===== src/rtl/backbone_pkg.sv =====
// Shared definitions for the backbone layer readers: default widths, reader FSM
// states and the ReLU / rounding requantise / saturate transform.
package backbone_pkg;
   localparam int DATA_W = 8;
   localparam int ACC_W  = 32;

   typedef enum logic [1:0] {S_IDLE, S_RUN, S_DRAIN, S_DONE} reader_state_e;

   // The 64-bit working width is at least ACC_W_P+1 for any accumulator up to
   // 63 bits, so the rounding add can never wrap.
   function automatic logic signed [63:0] requant(
      input logic signed [63:0] x,
      input int                 shift,
      input bit                 relu_en,
      input int                 data_w
   );
      logic signed [63:0] y;
      logic signed [63:0] hi;
      logic signed [63:0] lo;
      y = x;
      if (relu_en && (y < 0)) y = '0;
      if (shift > 0) y = (y + (64'sd1 <<< (shift - 1))) >>> shift;
      hi = (64'sd1 <<< (data_w - 1)) - 64'sd1;
      lo = -(64'sd1 <<< (data_w - 1));
      if (y > hi) y = hi;
      else if (y < lo) y = lo;
      return y;
   endfunction
endpackage


===== src/rtl/conv1_c_bram_reader_if.sv =====
// BRAM read port plus requantised output stream of the conv1 C-matrix reader.
interface conv1_c_bram_reader_if #(
   parameter int DATA_W_P = backbone_pkg::DATA_W,
   parameter int ACC_W_P  = backbone_pkg::ACC_W
);
   logic                       c_rd_en;
   logic [31:0]                c_rd_addr;
   logic signed [ACC_W_P-1:0]  c_rd_data;
   logic                       out_valid;
   logic                       out_ready;
   logic signed [DATA_W_P-1:0] out_data;
   logic [31:0]                out_m;
   logic [31:0]                out_n;
   logic                       out_last;

   modport master (
      output c_rd_en, c_rd_addr,
      input  c_rd_data,
      output out_valid, out_data, out_m, out_n, out_last,
      input  out_ready
   );

   modport slave (
      input  c_rd_en, c_rd_addr,
      output c_rd_data,
      input  out_valid, out_data, out_m, out_n, out_last,
      output out_ready
   );
endinterface


===== src/rtl/stream_fifo2.sv =====
// Two-entry ping-pong FIFO; head_data is registered and holds while not popped.
module stream_fifo2 #(
   parameter int W = 8
) (
   input  logic         clk,
   input  logic         rst_n,
   input  logic         push,
   input  logic [W-1:0] push_data,
   input  logic         pop,
   output logic [W-1:0] head_data,
   output logic         not_empty,
   output logic [1:0]   count
);
   logic [W-1:0] mem_q [2];
   logic [W-1:0] mem_d [2];
   logic         rd_ptr_q, rd_ptr_d;
   logic         wr_ptr_q, wr_ptr_d;
   logic [1:0]   count_q, count_d;
   logic         do_push, do_pop;

   always_comb begin
      do_pop   = pop && (count_q != 2'd0);
      do_push  = push && ((count_q != 2'd2) || do_pop);
      mem_d    = mem_q;
      rd_ptr_d = rd_ptr_q;
      wr_ptr_d = wr_ptr_q;
      if (do_push) begin
         mem_d[wr_ptr_q] = push_data;
         wr_ptr_d        = ~wr_ptr_q;
      end
      if (do_pop) rd_ptr_d = ~rd_ptr_q;
      count_d = count_q + 2'(do_push) - 2'(do_pop);
   end

   always_ff @(posedge clk or negedge rst_n) begin
      if (!rst_n) begin
         mem_q[0] <= '0;
         mem_q[1] <= '0;
         rd_ptr_q <= 1'b0;
         wr_ptr_q <= 1'b0;
         count_q  <= 2'd0;
      end else begin
         mem_q    <= mem_d;
         rd_ptr_q <= rd_ptr_d;
         wr_ptr_q <= wr_ptr_d;
         count_q  <= count_d;
      end
   end

   assign head_data = mem_q[rd_ptr_q];
   assign not_empty = (count_q != 2'd0);
   assign count     = count_q;
endmodule


===== src/rtl/conv1_c_bram_reader.sv =====
// Drains the conv1 C matrix from BRAM in raster order, requantises each word and
// streams it out with its (m,n) coordinates under valid/ready flow control.
module conv1_c_bram_reader
   import backbone_pkg::*;
#(
   parameter int M_TOTAL  = 56*56,
   parameter int N_TOTAL  = 64,
   parameter int DATA_W_P = DATA_W,
   parameter int ACC_W_P  = ACC_W,
   parameter int SHIFT    = 8,
   parameter int RELU_EN  = 1
) (
   input  logic clk,
   input  logic rst_n,
   input  logic start,
   output logic busy,
   output logic done,
   conv1_c_bram_reader_if.master bus
);
   localparam int TOTAL = M_TOTAL * N_TOTAL;
   localparam int PAY_W = DATA_W_P + 65;

   reader_state_e state_q, state_d;
   logic [31:0] addr_q, addr_d;
   logic [31:0] m_q, m_d;
   logic [31:0] n_q, n_d;
   logic        done_q, done_d;
   logic        inflight_q, inflight_d;
   logic [31:0] tag_m_q, tag_m_d;
   logic [31:0] tag_n_q, tag_n_d;
   logic        tag_last_q, tag_last_d;

   logic                       issue, last_issue, pop;
   logic [2:0]                 occupancy;
   logic [1:0]                 fifo_count;
   logic                       fifo_valid;
   logic signed [DATA_W_P-1:0] elem;
   logic [PAY_W-1:0]           push_data, head_data;

   // Occupancy counts this cycle's pop so a full-rate stream keeps one read per cycle.
   assign pop        = fifo_valid && bus.out_ready;
   assign occupancy  = 3'(fifo_count) + 3'(inflight_q) - 3'(pop);
   assign issue      = (state_q == S_RUN) && (occupancy < 3'd2);
   assign last_issue = (addr_q == 32'(TOTAL - 1));

   always_ff @(posedge clk or negedge rst_n) begin
      if (!rst_n) state_q <= S_IDLE;
      else        state_q <= state_d;
   end

   always_comb begin
      state_d = state_q;
      case (state_q)
         S_IDLE:  if (start) state_d = S_RUN;
         S_RUN:   if (issue && last_issue) state_d = S_DRAIN;
         S_DRAIN: if (!fifo_valid && !inflight_q) state_d = S_DONE;
         S_DONE:  state_d = S_IDLE;
         default: state_d = S_IDLE;
      endcase
   end

   always_comb begin
      busy          = (state_q == S_RUN) || (state_q == S_DRAIN);
      bus.c_rd_en   = issue;
      bus.c_rd_addr = issue ? addr_q : 32'd0;
   end

   always_comb begin
      addr_d     = addr_q;
      m_d        = m_q;
      n_d        = n_q;
      done_d     = done_q;
      inflight_d = issue;
      tag_m_d    = tag_m_q;
      tag_n_d    = tag_n_q;
      tag_last_d = tag_last_q;
      if ((state_q == S_IDLE) && start) begin
         addr_d = 32'd0;
         m_d    = 32'd0;
         n_d    = 32'd0;
         done_d = 1'b0;
      end
      if (state_q == S_DONE) done_d = 1'b1;
      if (issue) begin
         tag_m_d    = m_q;
         tag_n_d    = n_q;
         tag_last_d = last_issue;
         addr_d     = addr_q + 32'd1;
         if (n_q == 32'(N_TOTAL - 1)) begin
            n_d = 32'd0;
            m_d = m_q + 32'd1;
         end else begin
            n_d = n_q + 32'd1;
         end
      end
   end

   always_ff @(posedge clk or negedge rst_n) begin
      if (!rst_n) begin
         addr_q     <= 32'd0;
         m_q        <= 32'd0;
         n_q        <= 32'd0;
         done_q     <= 1'b0;
         inflight_q <= 1'b0;
         tag_m_q    <= 32'd0;
         tag_n_q    <= 32'd0;
         tag_last_q <= 1'b0;
      end else begin
         addr_q     <= addr_d;
         m_q        <= m_d;
         n_q        <= n_d;
         done_q     <= done_d;
         inflight_q <= inflight_d;
         tag_m_q    <= tag_m_d;
         tag_n_q    <= tag_n_d;
         tag_last_q <= tag_last_d;
      end
   end

   // Returning word is transformed on arrival and stored with the tag of its read.
   assign elem      = DATA_W_P'(requant(64'(bus.c_rd_data), SHIFT, RELU_EN != 0, DATA_W_P));
   assign push_data = {tag_last_q, tag_m_q, tag_n_q, elem};

   stream_fifo2 #(.W(PAY_W)) u_fifo (
      .clk       (clk),
      .rst_n     (rst_n),
      .push      (inflight_q),
      .push_data (push_data),
      .pop       (pop),
      .head_data (head_data),
      .not_empty (fifo_valid),
      .count     (fifo_count)
   );

   assign {bus.out_last, bus.out_m, bus.out_n, bus.out_data} = head_data;
   assign bus.out_valid = fifo_valid;
   assign done          = done_q;
endmodule


===== src/flat_wrapper.sv =====
// flat-port wrapper written by rule: the top's interface ports become plain ports
module conv1_c_bram_reader_flat import backbone_pkg::*;
#(
   parameter int M_TOTAL  = 56*56,
   parameter int N_TOTAL  = 64,
   parameter int DATA_W_P = DATA_W,
   parameter int ACC_W_P  = ACC_W,
   parameter int SHIFT    = 8,
   parameter int RELU_EN  = 1
)
  (clk, rst_n, start, busy, done, bus_c_rd_en, bus_c_rd_addr, bus_c_rd_data, bus_out_valid, bus_out_data, bus_out_m, bus_out_n, bus_out_last, bus_out_ready);
  conv1_c_bram_reader_if #(.DATA_W_P(DATA_W_P), .ACC_W_P(ACC_W_P)) bus_i ();
  input  logic clk;
  input  logic rst_n;
  input  logic start;
  output logic busy;
  output logic done;
  output wire logic [$bits(bus_i.c_rd_en)-1:0] bus_c_rd_en;
  output wire logic [$bits(bus_i.c_rd_addr)-1:0] bus_c_rd_addr;
  input wire logic [$bits(bus_i.c_rd_data)-1:0] bus_c_rd_data;
  output wire logic [$bits(bus_i.out_valid)-1:0] bus_out_valid;
  output wire logic [$bits(bus_i.out_data)-1:0] bus_out_data;
  output wire logic [$bits(bus_i.out_m)-1:0] bus_out_m;
  output wire logic [$bits(bus_i.out_n)-1:0] bus_out_n;
  output wire logic [$bits(bus_i.out_last)-1:0] bus_out_last;
  input wire logic [$bits(bus_i.out_ready)-1:0] bus_out_ready;
  assign bus_c_rd_en = bus_i.c_rd_en;
  assign bus_c_rd_addr = bus_i.c_rd_addr;
  assign bus_i.c_rd_data = bus_c_rd_data;
  assign bus_out_valid = bus_i.out_valid;
  assign bus_out_data = bus_i.out_data;
  assign bus_out_m = bus_i.out_m;
  assign bus_out_n = bus_i.out_n;
  assign bus_out_last = bus_i.out_last;
  assign bus_i.out_ready = bus_out_ready;
  conv1_c_bram_reader #(.M_TOTAL(M_TOTAL), .N_TOTAL(N_TOTAL), .DATA_W_P(DATA_W_P), .ACC_W_P(ACC_W_P), .SHIFT(SHIFT), .RELU_EN(RELU_EN)) u_core (.clk(clk), .rst_n(rst_n), .start(start), .busy(busy), .done(done), .bus(bus_i));
endmodule

===== config.mk =====
export PLATFORM = sky130hd
export DESIGN_NAME = conv1_c_bram_reader_flat
export DESIGN_NICKNAME = d
export VERILOG_FILES = /design/src/rtl/backbone_pkg.sv /design/src/rtl/conv1_c_bram_reader_if.sv /design/src/rtl/stream_fifo2.sv /design/src/rtl/conv1_c_bram_reader.sv /design/src/flat_wrapper.sv
export SDC_FILE = /design/constraint.sdc
export NUM_CORES = 1
export LEC_CHECK = 0
export CAP_MARGIN = 10
export CORE_MARGIN = 2
export CORE_UTILIZATION = 35
export DETAILED_ROUTE_END_ITERATION = 6
export GPL_TIMING_DRIVEN = 0
export PLACE_DENSITY = 0.55
export RECOVER_POWER = 50
export SYNTH_ARGS = -nofsm -noshare
export SYNTH_HDL_FRONTEND = slang
export SYNTH_HIERARCHICAL = 1
export SYNTH_SLANG_ARGS = --single-unit
export TNS_END_PERCENT = 5

===== constraint.sdc =====
create_clock -name clk -period 3.65 [get_ports clk]
set_clock_uncertainty 0.2 [all_clocks]
set_input_delay 0.365 -clock clk [delete_from_list [all_inputs] [get_ports clk]]
set_output_delay 0.365 -clock clk [all_outputs]
set_load 0.005 [all_outputs]

==> flow_summary.ini, run 1 <==
[layout]
drive_above_1_share_pct = 22.3
fin_nets = 1695
stdcell_count = 2256
synthToLayoutAreaGrowth_pct = 24.2
fin_util_pct = 43.9
final_area_sq_um = 18900
n_antenna_cell = 0

[floorplanning]
core_area_sq_um = 43000
die_x_microns = 212
die_h_microns = 212
pin_count = 145
initial_utilization_pct = 35.3
die-area_sq_um = 45100
fp-row-count = 76

[logic_synthesis]
ys_seq_elements = 315
synth_area_sq_um = 15200
yosysMostFrequentCell = dfrtp_1
ys_seq_area_share_pct = 51.9
synth_edf_count = 0
synth_top_area_share_pct = 51.9
synth_area_per_cell_sq_um = 10.5
yosysTopAreaCell = dfrtp_1
synth.distinct_cells = 63
synth_ff_type = dfrtp_1
synth-async-reset-ratio_pct = 100
synth_warnings = 6
synthTopCellsByArea = dfrtp_1 (52%), mux2_2 (13%), nand2_1 (6.7%), o21ai_0 (4.2%), mux2_1 (2.2%)
netlist_instances = 1451
synth_common_cells = dfrtp_1 (315), nand2_1 (272), mux2_2 (182)

[clock_network]
clk_latency_ps = 520
clkTransAtPathRegs_ps = 60
cts.sinks = 315
htree_levels = 2
tritoncts = yes
cts_inserted_buffers = 35
cts_max_path_buffers = 3
root_buffer = clkbuf_16

[worst_setup_path]
r2r_start = u_core/u_fifo/count[1]$_DFF_PN0_
critPathKind = reg2out
cp-end-kind = primary output
max_stage_delay_ps = 410
cp.arrival_ps = 3140
ff2ff_path_depth = 14
start_kind = flip-flop
crit_chain = or2_4 > and2_4 > ha_4 > nand2b_4 > fa_2 > xnor2_2 > nand3_4 > clkinv_4 > buf_12 > clkbuf_8 > and2_1 > dlygate4sd2_1
reg2reg_slack_ps = -40
path_delay_family = simple AND/OR/NAND/NOR gates
crit_path_top_delay_cell = dfrtp_2
r2r-end = u_core/n_q[21]$_DFFE_PN0P_
critPathMaxFanout = 10
critPathBufInv = 4
cp.required_ps = 3080

[global_route]
grt_pass1_vias = 11653
grt_antenna_before_repair = 0
grt_first_pass_wirelength_microns = 64500
grt_max_degree = 127
grtUsageTotal_pct = 18.1
overflow = 0

[timing]
min_period_over_period_pct = 101
setup_tns_ps = -162
maxSlewViolCount = 92
relSlewSlack_pct = -54.2
layout_setup_ws_ps = -53.8
clock.fmax_mhz = 270
rsz0062_at_grt = true
whs_ps = 278
fin_crit_ps = 3700
worst_slew_pin_slew_ps = 2310
hold_violations = 0
finalSetupViolCount = 4

[placement]
gp_congestion = 0.832
post_dp_cell_area_sq_um = 17300
pre_cts_ws_ps = -1330
io_buffers = 137
dp_hpwl_microns = 28000
dp_cells = 2176

[detailed_routing]
num_vias = 11594
met2_length_microns = 18100
drtIter0Drc = 848
wire_per_inst_microns = 18.0
drcViolationCount = 0
ant_nets = 0
finalWirelength_microns = 40600
highest_layer = met4
route.met3.wl_microns = 1850
via_per_inst = 5.14
firstDrtPassIters = 5
m1WireLength_microns = 19700

[power_and_ir_drop]
power_mw = 12.6
ir_worst_vdd_mv = 0.673
p_sw_share_pct = 36.8
power_frac_seq_pct = 31.2
power_frac_comb_pct = 39.9
p_clk_share_pct = 28.9
p_switching_mw = 4.62
p_int_mw = 7.95
leakagePower_nw = 8.74
p_per_area_nw_per_um2 = 667

[hold_path]
holdPathEnd = u_core/u_fifo/mem_q[53]$_DFFE_PN0P_
min-delay-start = u_core/u_fifo/mem_q[53]$_DFFE_PN0P_
hold_class = reg2reg
whs_path_depth = 1

[status]
run_status = finished, violations left
violations = capacitance limit, slew limit, setup timing

[job]
maxCapViolCount = 1
-- worst max path at each step --
stage	startpoint	endpoint	depth (start not counted)	slack, ps
6_report	u_core/u_fifo/count[1]$_DFF_PN0_	bus_c_rd_addr[31]	12	-50
3_5_place_dp	u_core/u_fifo/count[1]$_DFF_PN0_	bus_c_rd_en	11	-1330
3_3_place_gp	rst_n	u_core/u_fifo/mem_q[125]$_DFFE_PN0P_	1	-11710
2_1_floorplan	u_core/u_fifo/count[1]$_DFF_PN0_	bus_c_rd_addr[27]	11	110
5_1_grt	u_core/u_fifo/count[1]$_DFF_PN0_	bus_c_rd_addr[31]	12	-170
4_1_cts	u_core/u_fifo/count[0]$_DFF_PN0_	bus_c_rd_addr[27]	13	-80
-- cells in the final DEF (no fill, tap or decap), types with 23 or more instances in the layout --
master           count
a21oi_1             30
and2_1              35
clkbuf_1            31
buf_2               29
clkbuf_16           40
nand4_1             41
mux2_1              30
nor2_1              54
mux2_2             182
nand3_1             46
nand2_1            272
a31oi_1             24
clkdlybuf4s50_1    103
o21ai_0            124
clkbuf_2            23
dfrtp_1            313
-- cells by family after synthesis --
| family | after synthesis | synth area share, % |
|---|---|---|
| muxes | 221 | 16.3 |
| buffers and inverters | 93 | 2.81 |
| other | 1 | 0.0247 |
| AOI/OAI and AO/OA | 231 | 9.04 |
| xor gates and xnor gates | 21 | 1.21 |
| adders and majority gates | 13 | 1.12 |
| DFF | 315 | 51.9 |
| and+or+nand+nor | 556 | 17.6 |
-- layout make-up --
class / instances / area [sq um]
Buffer: 72 / 495
Clock buffer: 53 / 1100
Clock inverter: 9 / 98.8
Fill cell: 4182 / 24100
Inverter: 20 / 80.1
Multi-Input combinational cell: 1044 / 6990
Sequential cell: 315 / 7890
Tap cell: 585 / 732
Timing Repair Buffer: 158 / 1480
-- routing by layer --
metal,up-vias,GRT usage [%]
li1,5541,-
met1,5714,25.9
met2,283,28.6
met3,56,2.41
met4,0,5.50
met5,-,0
-- registers in the layout, summed over array words and instances (netlist names) --
signal,cells
u_core/u_fifo/rd_ptr_q,1
u_core/tag_n_q,32
u_core/n_q,32
u_core/u_fifo/wr_ptr_q,1
u_core/tag_m_q,32
u_core/m_q,32
u_core/addr_q,32
u_core/u_fifo/count,2
u_core/state_q,2
u_core/done,1
u_core/u_fifo/mem_q,146
u_core/inflight_q,1
u_core/tag_last_q,1
-- worst register-to-register path: stages (launching register included) --
cell,delay [ps]
dfrtp_2,410
or2_4,260
and2_4,160
ha_4,210
nand2b_4,130
fa_2,350
xnor2_2,170
nand3_4,130
clkinv_4,90
buf_4,150
a21oi_1,140
clkbuf_1,540
clkbuf_2,410
o21ai_0,150
o41ai_1,80
-- power by group through the flow --
stage               registers, mW  clock network [mW]  logic (mW)
global placement             3.99                   0        4.08
global route                 3.95                3.87        5.44
finish                       3.92                3.64        5.01
floorplan                    3.93                   0        2.43
CTS                          3.92                3.74        5.05
detailed placement           3.99                   0        4.10
-- what timing repair did --
item	CTS	global route
hold buffers	1	0
pin swaps	7	6
gates cloned	1	0
buffers inserted	16	1
hold endpoints to repair	91	0
endpoints found under the setup margin	195	94
resized for setup	129	79
(Power assumes the default switching activity.)
==> inputs of run 2 (changes only) <==
- SYNTH_HIERARCHICAL: 1 -> not set
- TNS_END_PERCENT: 5 -> not set
==> run 2 against run 1 <==
The run ends with capacitance limit, slew limit left; final cell count up 10%; largest cell class unchanged; critical path depth up 1; via count up 9.5%; highest routed layer unchanged.
==> flow_summary.ini, run 2 <==
[status]
run_status = finished, violations left
violations = capacitance limit, slew limit

[logic_synthesis]
synth_warnings = 0
synth_top_family_by_area = simple AND/OR/NAND/NOR gates
ys_seq_area_share_pct = 52.4
ys_seq_elements = 315
synth_compound_area_share_pct = 9.35
syn_nets = 1766
synth_xor_area_share_pct = 1.22
synth_ff_type = dfrtp_1
synth_fa_ha_area_share_pct = 1.13
synth_area_sq_um = 15100
yosysTopAreaCell = dfrtp_1
synth-simple-area-share_pct = 27.3
synth_edf_count = 0
synthTopCellsByArea = dfrtp_1 (52%), nand2_1 (17%), mux2_2 (5.5%), o21ai_0 (3.9%), clkbuf_1 (1.7%)
synth.distinct_cells = 65
synth_area_per_cell_sq_um = 8.77
synthMuxAreaShare_pct = 5.73
netlist_instances = 1717
synth_common_cells = nand2_1 (675), dfrtp_1 (315), o21ai_0 (116)
synth_top_area_share_pct = 52.4
synth-async-reset-ratio_pct = 100
yosysMostFrequentCell = nand2_1

[global_route]
grt_pass1_vias = 12471
overflow = 0
grt_antenna_before_repair = 0
grt_first_pass_wirelength_microns = 68800
grtUsageTotal_pct = 19.3
grt_max_degree = 101

[layout]
n_antenna_cell = 0
fin_nets = 1974
top_register = u_core.u_fifo.mem_q
stdcell_count = 2491
final_common_cell = nand2_1
synthToLayoutAreaGrowth_pct = 25.1
drive_above_1_share_pct = 14.0
largest_reg_flops = 146
layout_common_cells = nand2_1 (675), dfrtp_1 (314), o21ai_0 (115)
nFillCells = 4193

[worst_setup_path]
cp.required_ps = 3080
worstSetupPathDepth = 13
crit_chain = or2_4 > and2_4 > ha_4 > nand2b_4 > fa_2 > xnor2_2 > nand3_4 > clkinv_4 > buf_6 > buf_6 > clkbuf_16 > and2_1 > buf_2
max_stage_delay_ps = 390
path_delay_family = simple AND/OR/NAND/NOR gates
critPathMaxFanout = 5
ff2ff_path_depth = 16
cp-end-kind = primary output
start_kind = flip-flop
crit_top_cell = buf_6
cp.arrival_ps = 3060
critPathBufInv = 5
critPathKind = reg2out
crit_path_top_delay_cell = dfrtp_1

[detailed_routing]
drtIter0Drc = 949
finalWirelength_microns = 42800
wire_per_inst_microns = 17.2
drcViolationCount = 0
ant_nets = 0
via_per_inst = 5.10
firstDrtPassIters = 5
num_vias = 12697

[clock_network]
htree_levels = 2
cts_max_path_buffers = 3
root_buffer = clkbuf_16
clk_latency_ps = 540
cts.sinks = 315
clkTransAtPathRegs_ps = 60
tritoncts = yes
cts_inserted_buffers = 37

[placement]
dp_cells = 2396
io_buffers = 137
gp_congestion = 0.847
dp_hpwl_microns = 29000

[power_and_ir_drop]
p_sw_share_pct = 34.5
leakagePower_nw = 9.17
p_int_mw = 6.96
ir_worst_vdd_mv = 0.359
p_clk_share_pct = 33.8
power_frac_comb_pct = 30.2
p_switching_mw = 3.67
power_frac_seq_pct = 35.9
p_per_area_nw_per_um2 = 565

[timing]
rsz0062_at_grt = true
relSlewSlack_pct = -24.2
clock.fmax_mhz = 276
setup_tns_ps = 0
hold_violations = 0
min_period_over_period_pct = 99.4
maxSlewViolCount = 70
finalSetupViolCount = 0
fin_crit_ps = 3630
worst_slew_pin_slew_ps = 1860

[floorplanning]
core_area_sq_um = 42200
pin_count = 145
initial_utilization_pct = 35.6
die-area_sq_um = 44700
die_x_microns = 211
die_h_microns = 211
fp-row-count = 75

[hold_path]
hold_class = reg2reg
whs_path_depth = 2

[job]
maxCapViolCount = 1
-- run 2: power by group through the flow --
stage               combinational [mW]  sequential, mW  clock, mW
finish                            3.22            3.82       3.60
global route                      3.51            3.85       3.84
CTS                               3.21            3.82       3.70
detailed placement                2.72            3.85          0
global placement                  2.69            3.85          0
floorplan                         1.54            3.82          0
-- run 2: cell type report --
cell class | count | area, sq um | share of cell area [%]
buffer | 83 | 492 | 2.61
clock buffer | 53 | 1060 | 5.61
clock inverter | 13 | 126 | 0.671
inverter | 25 | 98.8 | 0.525
multi-input combinational | 1291 | 6860 | 36.4
sequential | 315 | 7880 | 41.9
tap | 539 | 674 | 3.58
timing repair buffer | 172 | 1640 | 8.73
-- run 2: path summary, 6_finish.rpt --
kind / start / endpoint / slack (ps)
setup / recovery: u_core.u_fifo.count[0]$_DFF_PN0_ / bus_c_rd_addr[2] / 20
hold / removal: u_core.u_fifo.mem_q[84]$_DFFE_PN0P_ / u_core.u_fifo.mem_q[84]$_DFFE_PN0P_ / 270
setup reg to reg: u_core.u_fifo.count[0]$_DFF_PN0_ / u_core.m_q[20]$_DFF_PN0_ / 90
hold reg to reg: u_core.u_fifo.mem_q[84]$_DFFE_PN0P_ / u_core.u_fifo.mem_q[84]$_DFFE_PN0P_ / 270
max in group asynchronous: rst_n / u_core.u_fifo.count[1]$_DFF_PN0_ / 620
min in group asynchronous: rst_n / u_core.addr_q[26]$_DFFE_PN0P_ / 640
-- run 2: worst min-delay path: cells and delay by family, from the launching register on --
kind	cells	cell delay, ps
flip-flops	1	330
AND/OR/NAND/NOR	2	100
-- run 2: logic make-up after synthesis --
family	Yosys count
simple gates	944
buf+inv	111
compound gates	236
fa+ha+maj	13
mux	77
xor+xnor	21
flops	315
-- run 2: per-layer routing --
| layer | part of all wire, % | GRT usage (%) | up-vias | routed length (microns) |
|---|---|---|---|---|
| li1 | - | - | 6179 | - |
| met1 | 49 | 28.5 | 6146 | 20800 |
| met2 | 44 | 30.3 | 327 | 19000 |
| met3 | 5.3 | 2.71 | 45 | 2270 |
| met4 | 1.6 | 4.32 | 0 | 689 |
| met5 | 0 | 0 | - | 0 |
-- run 2: repair_timing --
item / 4_1_cts / 5_1_grt
setup endpoints to repair: 228 / 91
endpoints found under the hold margin: 68 / 0
hold buffers: 1 / 0
buffers inserted: 20 / 9
gates cloned: 3 / 1
resized for setup: 202 / 45
pin swaps: 6 / 7
-- run 2: per-stage QoR --
step                utilization, %  hold WS (ps)  power [mW]  instance area (sq um)  worst slack, ps
floorplan                        -          -131        5.36                  15100             48.4
global placement              40.5           252        6.54                  17100           -12060
detailed placement            40.7           164        6.57                  17200            -1880
CTS                           44.3           181        10.7                  18700            -36.0
global route                  44.6           286        11.2                  18800            -76.8
finish                        44.6           265        10.6                  18800             21.3
==> inputs of run 3 (changes only) <==
- SYNTH_HIERARCHICAL: not set -> 1
==> run 3 against run 2 <==
The run now ends clean; die area up 0.85%; fmax rose by 0.69%; flip-flop and latch count stayed put; combinational power up 60%; largest power group is now combinational logic; final cell count decreased by 9.2%; utilization down 0.60 points; sequential share of layout area fell by 0.17 points; wire length fell by 4.8%.
==> flow_summary.ini, run 3 (synthesized netlist as in run 1, its figures left out) <==
[status]
run_status = finished, final reports clean

[worst_setup_path]
critPathLaunch = u_core/u_fifo/count[1]$_DFF_PN0_
cp.required_ps = 3080
cp-end-kind = primary output
cp.arrival_ps = 3040
critPathMaxFanout = 4
critPathKind = reg2out
start_kind = flip-flop
r2r_start = u_core/u_fifo/count[1]$_DFF_PN0_

[clock_network]
tritoncts = yes
htree_levels = 2
cts_max_path_buffers = 3
cts.sinks = 315
clk_latency_ps = 520
root_buffer = clkbuf_16
clkTransAtPathRegs_ps = 60
cts_inserted_buffers = 35

[power_and_ir_drop]
p_per_area_nw_per_um2 = 671
power_mw = 12.7
ir_worst_vdd_mv = 0.596
leakagePower_nw = 8.78

[floorplanning]
core_area_sq_um = 43000
die_h_microns = 212
die_x_microns = 212
initial_utilization_pct = 35.3
pin_count = 145
fp-row-count = 76
die-area_sq_um = 45100

[global_route]
overflow = 0
grt_pass1_vias = 11660
grt_max_degree = 127
grtUsageTotal_pct = 18.1
grt_first_pass_wirelength_microns = 64500
grt_antenna_before_repair = 0

[layout]
drive_above_1_share_pct = 23.1
final_common_cell = dfrtp_1
stdcell_count = 2262
n_antenna_cell = 0
synthToLayoutAreaGrowth_pct = 24.6
layout_common_cells = dfrtp_1 (313), nand2_1 (272), mux2_2 (182)
fin_nets = 1701
nFillCells = 4188
largest_reg_flops = 146
top_register = u_core/u_fifo/mem_q

[timing]
hold_violations = 0
maxSlewViolCount = 0
clock.fmax_mhz = 277
worst_slew_pin_slew_ps = 1460
min_period_over_period_pct = 98.7
relSlewSlack_pct = 2.82
rsz0062_at_grt = true
finalSetupViolCount = 0
fin_crit_ps = 3600

[job]
maxCapViolCount = 0

[placement]
io_buffers = 137
dp_hpwl_microns = 28000
dp_cells = 2176
gp_congestion = 0.832

[detailed_routing]
num_vias = 11661
firstDrtPassIters = 4
ant_nets = 0
drtIter0Drc = 746
via_per_inst = 5.16
wire_per_inst_microns = 18.0
drcViolationCount = 0
finalWirelength_microns = 40700

[hold_path]
hold_class = in2async
-- run 3: changes by cell type in the layout (fill, tap and decap cells not counted), moves of 7 or more --
cell	before	now
clkbuf_1	61	28
clkbuf_2	9	26
mux2_1	0	30
mux2_2	73	182
nand2_1	675	272
buf_1	9	2
o21ai_0	115	124
o21ai_1	12	5
buf_2	19	29
nand4_1	32	41
-- run 3: worst max-delay path: stages, from the launching register on --
cell,delay (ps)
dfrtp_2,410
or2_4,260
and2_4,160
ha_4,210
nand2b_4,140
fa_2,350
xnor2_2,220
nand3_4,140
buf_4,160
buf_6,110
clkbuf_16,150
nor2_4,100
buf_2,110
-- run 3: worst paths after layout --
path	end	slack [ps]	cells past startpoint
worst max-delay path	bus_c_rd_addr[5]	50	12
min in group clk	u_core/u_fifo/mem_q[53]$_DFFE_PN0P_	280	1
worst min-delay path	u_core/addr_q[26]$_DFFE_PN0P_	230	2
worst min register to register	u_core/u_fifo/mem_q[53]$_DFFE_PN0P_	280	1
max in group asynchronous	u_core/u_fifo/mem_q[127]$_DFFE_PN0P_	640	4
worst max register to register	u_core/m_q[29]$_DFF_PN0_	130	12
-- run 3: power breakdown --
part           switching [mW]  total (mW)  internal, mW
registers               0.176        3.92          3.75
logic                    3.06        5.14          2.08
clock network            1.42        3.63          2.21
-- run 3: routing by layer --
layer	global-route usage (%)	part of all wire, %	vias up
met4	5.50	2.0	0
met3	2.41	3.9	51
met5	0	0	-
li1	-	-	5541
met2	28.6	45	258
met1	25.9	49	5811
-- run 3: cell type report --
class | instances | area, sq um | share of cell area (%)
clock inverters | 9 | 98.8 | 0.523
inverters | 20 | 80.1 | 0.423
clock buffers | 53 | 1100 | 5.80
well taps | 585 | 732 | 3.87
repair buffers | 165 | 1520 | 8.05
flip-flops and latches | 315 | 7890 | 41.7
plain buffers | 71 | 497 | 2.63
multi-input cells | 1044 | 7000 | 37.0
-- run 3: per-stage QoR --
| stage | setup TNS, ps | utilization (%) | hold WS (ps) | instance area [sq um] | setup WS, ps |
|---|---|---|---|---|---|
| after detailed placement | -103130 | 40.4 | 218 | 17300 | -1330 |
| after floorplan | 0 | - | -131 | 15200 | 115 |
| after global placement | -3773200 | 40.2 | 262 | 17300 | -11710 |
| after global routing | -174 | 44.0 | 288 | 18900 | -67.1 |
| final | 0 | 44.0 | 226 | 18900 | 46.0 |
| after CTS | -145 | 44.1 | 260 | 19000 | -82.9 |
-- run 3: repair_timing --
action	in CTS	in global routing
endpoints found under the setup margin	195	94
gates resized for setup	134	86
pin swaps	7	7
hold buffers	1	0
gates cloned	1	1
buffers inserted	17	6
endpoints found under the hold margin	91	0
